### config.mk
export PLATFORM = sky130hd
export DESIGN_NAME = mem_access_ctrl_flat
export DESIGN_NICKNAME = d
export VERILOG_FILES = /design/src/rtl/mem_access_ctrl_if.sv /design/src/rtl/mem_access_ctrl.sv /design/src/flat_wrapper.sv
export SDC_FILE = /design/constraint.sdc
export NUM_CORES = 1
export LEC_CHECK = 0
export BUFFER_PORTS_ARGS = -buffer_cell sky130_fd_sc_hd__buf_2
export CORE_AREA = 2 2 113 115
export CTS_CLUSTER_SIZE = 12
export DETAILED_ROUTE_END_ITERATION = 16
export DIE_AREA = 0 0 115 117
export GPL_TIMING_DRIVEN = 0
export PLACE_DENSITY_LB_ADDON = 0.3
export SYNTH_ARGS = -nofsm -noshare
export SYNTH_HDL_FRONTEND = slang
export SYNTH_SLANG_ARGS = --single-unit
export TNS_END_PERCENT = 30
### constraint.sdc
create_clock -name clk -period 1.8 [get_ports clk]
set_clock_uncertainty 0.1 [all_clocks]
set_input_delay 0.09 -clock clk [delete_from_list [all_inputs] [get_ports clk]]
set_output_delay 0.09 -clock clk [all_outputs]
set_load 0.005 [all_outputs]
### src/rtl/mem_access_ctrl_if.sv
// Data-memory request/acknowledge bus between the MEM-stage sequencer and data memory.
// The master side issues requests; the slave side acknowledges and returns read data.
interface mem_access_ctrl_if;
  logic        dmem_req;
  logic        dmem_we;
  logic [31:0] dmem_addr;
  logic [3:0]  dmem_be;
  logic [31:0] dmem_wdata;
  logic        dmem_ack;
  logic [31:0] dmem_rdata;

  modport master (
    output dmem_req, dmem_we, dmem_addr, dmem_be, dmem_wdata,
    input  dmem_ack, dmem_rdata
  );

  modport slave (
    input  dmem_req, dmem_we, dmem_addr, dmem_be, dmem_wdata,
    output dmem_ack, dmem_rdata
  );
endinterface

### src/rtl/mem_access_ctrl.sv
// MEM-stage sequencer: checks alignment, runs the data-memory req/ack handshake while
// stalling the pipeline, forms store byte-enables/data and feeds the load shifter.
module mem_access_ctrl #(
  parameter int unsigned TIMEOUT = 255
) (
  input  logic              clk,
  input  logic              rst_n,
  input  logic              ex_valid,
  input  logic              ex_is_load,
  input  logic              ex_is_store,
  input  logic [2:0]        ex_load_sel,
  input  logic [1:0]        ex_store_sel,
  input  logic [31:0]       ex_addr,
  input  logic [31:0]       ex_wdata,
  input  logic              flush,
  mem_access_ctrl_if.master dmem,
  output logic [1:0]        shf_addr,
  output logic [2:0]        shf_load_sel,
  output logic [31:0]       shf_mem_data,
  output logic              ld_valid,
  output logic              stall,
  output logic              addr_err,
  output logic              bus_err
);

  typedef enum logic [1:0] {IDLE, REQ, DONE} state_t;

  localparam logic [7:0] TIMEOUT_LAST = 8'(TIMEOUT - 1);

  state_t      state_reg, state_next;
  logic        op_present, aligned, accept, timeout_hit;
  logic [3:0]  be_next;
  logic [31:0] wdata_next;

  logic        we_reg, is_load_reg, kill_reg, bus_err_reg;
  logic [31:0] addr_reg, wdata_reg, shf_data_reg;
  logic [3:0]  be_reg;
  logic [1:0]  shf_addr_reg;
  logic [2:0]  shf_sel_reg;
  logic [7:0]  cnt_reg;

  assign op_present = ex_valid & (ex_is_load | ex_is_store) & ~flush;

  // Alignment check and store lane formation from the presented op.
  always_comb begin
    aligned    = 1'b1;
    be_next    = 4'b0000;
    wdata_next = ex_wdata;
    if (ex_is_load) begin
      case (ex_load_sel)
        3'd2, 3'd3: aligned = ~ex_addr[0];
        3'd4:       aligned = (ex_addr[1:0] == 2'b00);
        default:    aligned = 1'b1;
      endcase
    end else begin
      case (ex_store_sel)
        2'd0: begin
          aligned    = 1'b1;
          be_next    = 4'b0001 << ex_addr[1:0];
          wdata_next = {4{ex_wdata[7:0]}};
        end
        2'd1: begin
          aligned    = ~ex_addr[0];
          be_next    = ex_addr[1] ? 4'b1100 : 4'b0011;
          wdata_next = {2{ex_wdata[15:0]}};
        end
        default: begin
          aligned    = (ex_addr[1:0] == 2'b00);
          be_next    = 4'b1111;
          wdata_next = ex_wdata;
        end
      endcase
    end
  end

  always_ff @(posedge clk or negedge rst_n) begin
    if (!rst_n) state_reg <= IDLE;
    else        state_reg <= state_next;
  end

  always_comb begin
    state_next  = state_reg;
    accept      = 1'b0;
    addr_err    = 1'b0;
    ld_valid    = 1'b0;
    timeout_hit = 1'b0;
    case (state_reg)
      IDLE: begin
        if (op_present) begin
          if (aligned) begin
            accept     = 1'b1;
            state_next = REQ;
          end else begin
            addr_err = 1'b1;
          end
        end
      end
      REQ: begin
        // An ack arriving on the timeout cycle still completes the access.
        if (dmem.dmem_ack) begin
          state_next = DONE;
        end else if (cnt_reg == TIMEOUT_LAST) begin
          timeout_hit = 1'b1;
          state_next  = DONE;
        end
      end
      DONE: begin
        ld_valid   = is_load_reg & ~kill_reg & ~bus_err_reg & ~flush;
        state_next = IDLE;
      end
      default: state_next = IDLE;
    endcase
    stall = accept | (state_reg == REQ);
  end

  always_ff @(posedge clk or negedge rst_n) begin
    if (!rst_n) begin
      we_reg       <= 1'b0;
      is_load_reg  <= 1'b0;
      kill_reg     <= 1'b0;
      bus_err_reg  <= 1'b0;
      addr_reg     <= '0;
      wdata_reg    <= '0;
      be_reg       <= '0;
      shf_addr_reg <= '0;
      shf_sel_reg  <= '0;
      shf_data_reg <= '0;
      cnt_reg      <= '0;
    end else begin
      if (accept) begin
        we_reg       <= ex_is_store;
        is_load_reg  <= ex_is_load;
        kill_reg     <= 1'b0;
        addr_reg     <= {ex_addr[31:2], 2'b00};
        be_reg       <= be_next;
        wdata_reg    <= wdata_next;
        shf_addr_reg <= ex_addr[1:0];
        shf_sel_reg  <= ex_load_sel;
      end else if ((state_reg == REQ) && flush) begin
        kill_reg <= 1'b1;
      end
      if ((state_reg == REQ) && dmem.dmem_ack && is_load_reg)
        shf_data_reg <= dmem.dmem_rdata;
      cnt_reg     <= ((state_reg == REQ) && !dmem.dmem_ack) ? cnt_reg + 8'd1 : 8'd0;
      bus_err_reg <= timeout_hit;
    end
  end

  assign dmem.dmem_req   = (state_reg == REQ);
  assign dmem.dmem_we    = we_reg;
  assign dmem.dmem_addr  = addr_reg;
  assign dmem.dmem_be    = be_reg;
  assign dmem.dmem_wdata = wdata_reg;
  assign shf_addr        = shf_addr_reg;
  assign shf_load_sel    = shf_sel_reg;
  assign shf_mem_data    = shf_data_reg;
  assign bus_err         = bus_err_reg;

endmodule
### src/flat_wrapper.sv
// flat-port wrapper written by rule: the top's interface ports become plain ports
module mem_access_ctrl_flat 
#(
  parameter int unsigned TIMEOUT = 255
)
  (clk, rst_n, ex_valid, ex_is_load, ex_is_store, ex_load_sel, ex_store_sel, ex_addr, ex_wdata, flush, shf_addr, shf_load_sel, shf_mem_data, ld_valid, stall, addr_err, bus_err, dmem_dmem_req, dmem_dmem_we, dmem_dmem_addr, dmem_dmem_be, dmem_dmem_wdata, dmem_dmem_ack, dmem_dmem_rdata);
  mem_access_ctrl_if dmem_i ();
  input  logic clk;
  input  logic rst_n;
  input  logic ex_valid;
  input  logic ex_is_load;
  input  logic ex_is_store;
  input  logic [2:0] ex_load_sel;
  input  logic [1:0] ex_store_sel;
  input  logic [31:0] ex_addr;
  input  logic [31:0] ex_wdata;
  input  logic flush;
  output logic [1:0] shf_addr;
  output logic [2:0] shf_load_sel;
  output logic [31:0] shf_mem_data;
  output logic ld_valid;
  output logic stall;
  output logic addr_err;
  output logic bus_err;
  output wire logic [$bits(dmem_i.dmem_req)-1:0] dmem_dmem_req;
  output wire logic [$bits(dmem_i.dmem_we)-1:0] dmem_dmem_we;
  output wire logic [$bits(dmem_i.dmem_addr)-1:0] dmem_dmem_addr;
  output wire logic [$bits(dmem_i.dmem_be)-1:0] dmem_dmem_be;
  output wire logic [$bits(dmem_i.dmem_wdata)-1:0] dmem_dmem_wdata;
  input wire logic [$bits(dmem_i.dmem_ack)-1:0] dmem_dmem_ack;
  input wire logic [$bits(dmem_i.dmem_rdata)-1:0] dmem_dmem_rdata;
  assign dmem_dmem_req = dmem_i.dmem_req;
  assign dmem_dmem_we = dmem_i.dmem_we;
  assign dmem_dmem_addr = dmem_i.dmem_addr;
  assign dmem_dmem_be = dmem_i.dmem_be;
  assign dmem_dmem_wdata = dmem_i.dmem_wdata;
  assign dmem_i.dmem_ack = dmem_dmem_ack;
  assign dmem_i.dmem_rdata = dmem_dmem_rdata;
  mem_access_ctrl #(.TIMEOUT(TIMEOUT)) u_core (.clk(clk), .rst_n(rst_n), .ex_valid(ex_valid), .ex_is_load(ex_is_load), .ex_is_store(ex_is_store), .ex_load_sel(ex_load_sel), .ex_store_sel(ex_store_sel), .ex_addr(ex_addr), .ex_wdata(ex_wdata), .flush(flush), .dmem(dmem_i), .shf_addr(shf_addr), .shf_load_sel(shf_load_sel), .shf_mem_data(shf_mem_data), .ld_valid(ld_valid), .stall(stall), .addr_err(addr_err), .bus_err(bus_err));
endmodule
==> results of run 1 <==
stage by stage:
stage | power, W | util, %
2_1_floorplan | 0.00532 | -
3_3_place_gp | 0.00657 | 53.3
3_5_place_dp | 0.00669 | 53.6
4_1_cts | 0.0107 | 67.9
5_1_grt | 0.0112 | 68.3
6_report | 0.0107 | 68.3
worst register-to-register path: stages, from the launching register on:
cell and delay [ns]:
dfrtp_1 0.38, nor4b_2 0.30, o21ai_2 0.14, a21oi_4 0.16, buf_12 0.13, buf_8 0.17, buf_12 0.17, mux2_4 0.31
how the worst max path moves through the flow:
stage,endpoint
after floorplan,u_core.dmem.dmem_addr[10]$_DFFE_PN0P_
after global placement,u_core.dmem.dmem_addr[10]$_DFFE_PN0P_
after detailed placement,u_core.dmem.dmem_wdata[9]$_DFFE_PN0P_
after CTS,u_core.dmem.dmem_we$_DFFE_PN0P_
after global routing,u_core.dmem.dmem_addr[26]$_DFFE_PN0P_
final,u_core.dmem.dmem_addr[26]$_DFFE_PN0P_
placed cells by master, fill, tap and decap left out, drive strengths merged, types with 3 or more instances in the layout:
cell type | netlist | final
buf | 18 | 237
dfrtp | 117 | 117
mux2 | 115 | 115
dlygate4sd3 | 0 | 104
clkbuf | 2 | 24
nor2 | 22 | 22
a21oi | 10 | 10
inv | 9 | 9
mux2i | 8 | 8
nand3 | 7 | 7
bufinv | 0 | 6
nand2 | 5 | 5
xor2 | 5 | 5
o21ai | 5 | 5
clkinv | 0 | 3
nor2b | 3 | 3
cell families after synthesis:
| logic type | synth area share, % |
|---|---|
| AOI/OAI and AO/OA | 3.07 |
| buffers and inverters | 4.46 |
| other | 0.0707 |
| muxes | 29.7 |
| adders and majority gates | 0.472 |
| DFF | 55.2 |
| xor gates and xnor gates | 1.16 |
| and+or+nand+nor | 5.85 |
timing repair:
item	4_1_cts	5_1_grt
endpoints found under the hold margin	160	0
setup buffers	4	0
cloned	0	1
gates resized for setup	6	5
pin swaps	1	1
setup endpoints to repair	71	103
hold buffers	105	0
area by class of cell:
class	count	share of cell area, %
Buffer	20	2.58
Clock buffer	21	5.36
Clock inverter	10	2.41
Inverter	9	0.402
Multi-Input combinational cell	213	25.8
Sequential cell	117	34.8
Tap cell	150	2.23
Timing Repair Buffer	325	26.4
metal layers:
layer	vias to the layer above	share of wire (%)	global-route usage (%)
li1	1964	-	-
met1	2042	39	24.5
met2	164	51	39.8
met3	31	6.9	6.39
met4	0	2.5	10.0
met5	-	0	0
cells in the mapped netlist (all sizes together) (3+ instances only):
library cell	count
o21ai	5
mux2i	8
buf	18
nor2b	3
mux2	115
xor2	5
nor2	22
nand2	5
a21oi	10
inv	9
dfrtp	117
nand3	7
power groups by stage:
stage	Sequential (W)	Clock, W	Combinational (W)
2_1_floorplan	0.00411	0	0.00121
3_3_place_gp	0.00399	0	0.00258
3_5_place_dp	0.00405	0	0.00264
4_1_cts	0.00402	0.00384	0.00285
5_1_grt	0.00415	0.00396	0.00313
6_report	0.00404	0.00378	0.00287
==> results.toml, run 1 <==
[pwr]
switching_power_w = 0.00273
power.density_mw_per_mm2 = 1270
p_leak_nw = 4.13
clock_power_share_pct = 35.4
p_int_w = 0.00796
p_comb_share_pct = 26.8
ir_drop_uv = 542
seq_power_share_pct = 37.8
p_sw_share_pct = 25.5

[logic_synthesis]
synth_area_per_cell_um2 = 14.8
synth-warning-count = 0
synth_async_sr_flop_share_pct = 100
synthTopCellsByArea = "dfrtp_1 55%, mux2_4 15%, mux2_2 10%"
synth_top_area_share_pct = 55.2
ys_types = 44
synthFlopType = "dfrtp_1"
seq_area_frac_synth_pct = 55.2
synth-edff-count = 0
synth_area_mm2 = 0.00530
yosysTopAreaCell = "dfrtp_1"
ys_ff_latch = 117
synth_cells = 358

[global_route]
track_usage_pct = 22.2
overflow = 0
grt_pass1_vias = 4534
grt_antenna_before_repair = 0
grt_max_degree = 63
grt_pass1_wl_mm = 22.6

[timing]
tightestPinTransition_ns = 0.608
relSlewSlack_pct = 59.3
hold_viol = 0
hold-worst-slack_ns = 0.0278
drv_slew = 0
grt_setup_unrepaired = "true"
period_needed_ns = 1.98
fin_crit_sh_pct = 110
fin_setup_tns_ns = -8.78
fmax_mhz = 505
setup_slack_ns = -0.178
final-setup-viol-count = 59

[clocking]
clock_path_buffers = 2
cts_max_level = 4
tritoncts = "done"
clk_latency_ns = 0.41
clkSinkCount = 117
cts_buffers = 17
cts-root-buf = "clkbuf_16"
clk_pin_slew_ns = 0.06

[cells_and_area]
final_area_mm2 = 0.00840
diodes = 0
seq_area_mm2 = 0.00293
multi_input_area_mm2 = 0.00216
area_growth_pct = 58.5
n_fill_cell = 859
nNetsFinal = 813
layout.cells.non_filler = 865
drive_gt1_share_pct = 52.7

[worst_setup_path]
regToRegEndpoint = "u_core.dmem.dmem_addr[26]$_DFFE_PN0P_"
crit_arrival_ns = 2.16
critPathLaunch = "u_core.state_reg[1]$_DFFE_PN0P_"
regToRegSetupSlack_ns = -0.18
max_stage_delay_ns = 0.38
worstPathCellList = "nor4b_2 -> o21ai_2 -> a21oi_4 -> buf_12 -> buf_8 -> buf_12 -> mux2_4"
start_kind = "flip-flop"
end_kind = "flip-flop"
crit_slowest_cell = "dfrtp_1"
cp.required_ns = 1.99
cp.depth = 7
path_max_fanout = 10
r2r-start = "u_core.state_reg[1]$_DFFE_PN0P_"
cpMostUsedCell = "buf_12"
path_buf_inv = 3
critPathKind = "flip-flop to flip-flop"
path_delay_family = "buffers and inverters"
r2r_cells = 7

[floorplanning]
initial_utilization_pct = 43.1
coreArea_mm2 = 0.0123
die_w_um = 115
die_h_um = 117
die-area_mm2 = 0.0135
ioPinCount = 219
row_count = 41

[place]
gp_congestion = 0.745
hpwl_mm = 9.10
dp_cells = 724
pre_cts_ws_ns = -0.315
port_buffers = 214
placed_cell_area_mm2 = 0.00660

[route]
drt_first_pass_iters = 4
ant_nets = 0
drt_wl_total_mm = 14.6
wire_per_inst_um = 16.9
vias = 4201
drt_iter0_markers = 146
vias_per_cell = 4.86
drc_errors = 0

[run_status]
status = "complete, but fails checks"
violations = "setup timing"

[worst_hold_path]
holdCritPathClass = "input port to flip-flop"
worstHoldStart = "ex_load_sel[1]"
min_to = "u_core.is_load_reg$_DFFE_PN0P_"
holdPathStages = 4

[job]
maxCapViolCount = 0
Note: power is estimated with default switching activity, not from simulation.
==> run 2: changes to the inputs <==
--- a/config.mk
+++ b/config.mk
@@ -6,10 +6,10 @@
 export NUM_CORES = 1
 export LEC_CHECK = 0
 export BUFFER_PORTS_ARGS = -buffer_cell sky130_fd_sc_hd__buf_2
-export CORE_AREA = 2 2 113 115
+export CORE_AREA = 2 2 112 114
 export CTS_CLUSTER_SIZE = 12
 export DETAILED_ROUTE_END_ITERATION = 16
-export DIE_AREA = 0 0 115 117
+export DIE_AREA = 0 0 114 116
 export GPL_TIMING_DRIVEN = 0
 export PLACE_DENSITY_LB_ADDON = 0.3
 export SYNTH_ARGS = -nofsm -noshare
==> constraint.sdc (replaced) <==
create_clock -name clk -period 2.3 [get_ports clk]
set_clock_uncertainty 0.1 [all_clocks]
set_input_delay 0.115 -clock clk [delete_from_list [all_inputs] [get_ports clk]]
set_output_delay 0.115 -clock clk [all_outputs]
set_load 0.005 [all_outputs]
==> results.toml, run 2 (synthesis results as in run 1) <==
[run_status]
status = "completed"

[route]
ant_nets = 0
vias = 4136
drt_wl_total_mm = 15.3
wire_per_inst_um = 17.9
vias_per_cell = 4.85
drc_errors = 0
drt_iter0_markers = 205
drt_first_pass_iters = 4

[floorplanning]
coreArea_mm2 = 0.0119
die_h_um = 116
die-area_mm2 = 0.0132
die_w_um = 114
ioPinCount = 219
initial_utilization_pct = 44.5
row_count = 40

[place]
hpwl_mm = 9.22
pre_cts_ws_ns = 0.220
port_buffers = 214
placed_cell_area_mm2 = 0.00659
dp_cells = 721
gp_congestion = 0.764

[worst_setup_path]
start_kind = "flip-flop"
cp.required_ns = 2.49
crit_slowest_cell = "dlygate4sd3_1"
max_stage_delay_ns = 0.56
path_buf_inv = 2
cpMostUsedCell = "o31ai_1"
critPathKind = "flip-flop to flip-flop"
path_max_fanout = 9
crit_arrival_ns = 2.32
end_kind = "flip-flop"
path_delay_family = "buffers and inverters"
r2r-start = "u_core.state_reg[1]$_DFFE_PN0P_"
critPathLaunch = "u_core.state_reg[1]$_DFFE_PN0P_"
worstPathCellList = "nor4b_4 -> o21ai_2 -> buf_4 -> o31ai_1 -> o31ai_1 -> dlygate4sd3_1"

[timing]
period_needed_ns = 2.14
fmax_mhz = 468
setup_slack_ns = 0.162
hold_viol = 0
fin_crit_sh_pct = 92.9
fin_setup_tns_ns = 0
relSlewSlack_pct = 60.5
grt_setup_unrepaired = "false"
final-setup-viol-count = 0
drv_slew = 0
hold-worst-slack_ns = 0.0178
tightestPinTransition_ns = 0.591

[cells_and_area]
n_fill_cell = 806
area_growth_pct = 54.6
final_cell_mix = "220 x buf_2, 117 x dfrtp_1, 103 x dlygate4sd3_1"
layout.cells.non_filler = 853
drive_gt1_share_pct = 51.8
diodes = 0
final_area_mm2 = 0.00820
layout_commonest_cell = "buf_2"
nNetsFinal = 806

[worst_hold_path]
holdCritPathClass = "input port to flip-flop"
worstHoldStart = "ex_wdata[26]"

[global_route]
grt_antenna_before_repair = 0
overflow = 0
grt_pass1_vias = 4496
grt_max_degree = 76
track_usage_pct = 23.4
grt_pass1_wl_mm = 23.4

[clocking]
clock_path_buffers = 2
clkSinkCount = 117
cts_max_level = 4
clk_pin_slew_ns = 0.05
cts_buffers = 17
cts-root-buf = "clkbuf_16"
clk_latency_ns = 0.40
tritoncts = "done"

[pwr]
p_leak_nw = 4.03
power.density_mw_per_mm2 = 969
ir_drop_uv = 512

[job]
maxCapViolCount = 0
run 2: cell count changes in the layout (fill, tap and decap cells not counted), sizes merged:
cell / before / now
dlygate4sd3: 104 / 103
dlymetal6s4s: 1 / 0
clkinvlp: 1 / 0
clkbuf: 24 / 26
bufinv: 6 / 2
buf: 237 / 233
run 2: worst paths after layout:
path                                                           to  slack, ns  cells past startpoint
min in group asynchronous   u_core.dmem.dmem_addr[17]$_DFFE_PN0P_       0.12                      2
max in group asynchronous             u_core.cnt_reg[1]$_DFF_PN0_       1.29                      3
min                        u_core.dmem.dmem_wdata[26]$_DFFE_PN0P_       0.02                      4
max reg2reg                        u_core.is_load_reg$_DFFE_PN0P_       0.16                      6
min reg2reg                    u_core.shf_mem_data[7]$_DFFE_PN0P_       0.38                      1
max                                u_core.is_load_reg$_DFFE_PN0P_       0.16                      6
run 2: cell type report:
type / count / area, µm² / area share [%]
timing repair buffer: 319 / 2140 / 26.1
clock buffer: 24 / 482 / 5.88
multi-input combinational: 213 / 2160 / 26.3
tap: 147 / 184 / 2.24
sequential: 117 / 2930 / 35.7
buffer: 19 / 196 / 2.40
clock inverter: 5 / 75.1 / 0.916
inverter: 9 / 33.8 / 0.412
run 2: repair_timing:
| action | in CTS | in global routing |
|---|---|---|
| endpoints found under the setup margin | 1 | 3 |
| hold endpoints to repair | 221 | 0 |
| hold buffers | 103 | 0 |
| setup buffers | 1 | 0 |
| resized for setup | 0 | 3 |
| pin swaps | 0 | 1 |
run 2: where the power goes:
group	switching, W	internal (W)
Clock	0.000862	0.00165
Combinational	0.000852	0.00140
Sequential	0.000401	0.00278
run 2: routing by layer:
metal	track usage, %	routed length, µm	vias to the layer above	share of wire (%)
li1	-	-	1931	-
met1	27.1	6300	2008	41
met2	40.6	7670	176	50
met3	8.11	1110	21	7.3
met4	8.21	204	0	1.3
met5	0	0	-	0
run 2: stage by stage:
| stage | total power, W | utilization, % |
|---|---|---|
| after floorplan | 0.00416 | - |
| after global placement | 0.00516 | 55.1 |
| after detailed placement | 0.00524 | 55.4 |
| after CTS | 0.00793 | 68.8 |
| after global routing | 0.00835 | 68.8 |
| final | 0.00795 | 68.8 |
run 2: worst register-to-register path, stage by stage, from the launching register on:
cell	delay, ns
dfrtp_1	0.41
nor4b_4	0.30
o21ai_2	0.13
buf_4	0.18
o31ai_1	0.24
o31ai_1	0.11
dlygate4sd3_1	0.56
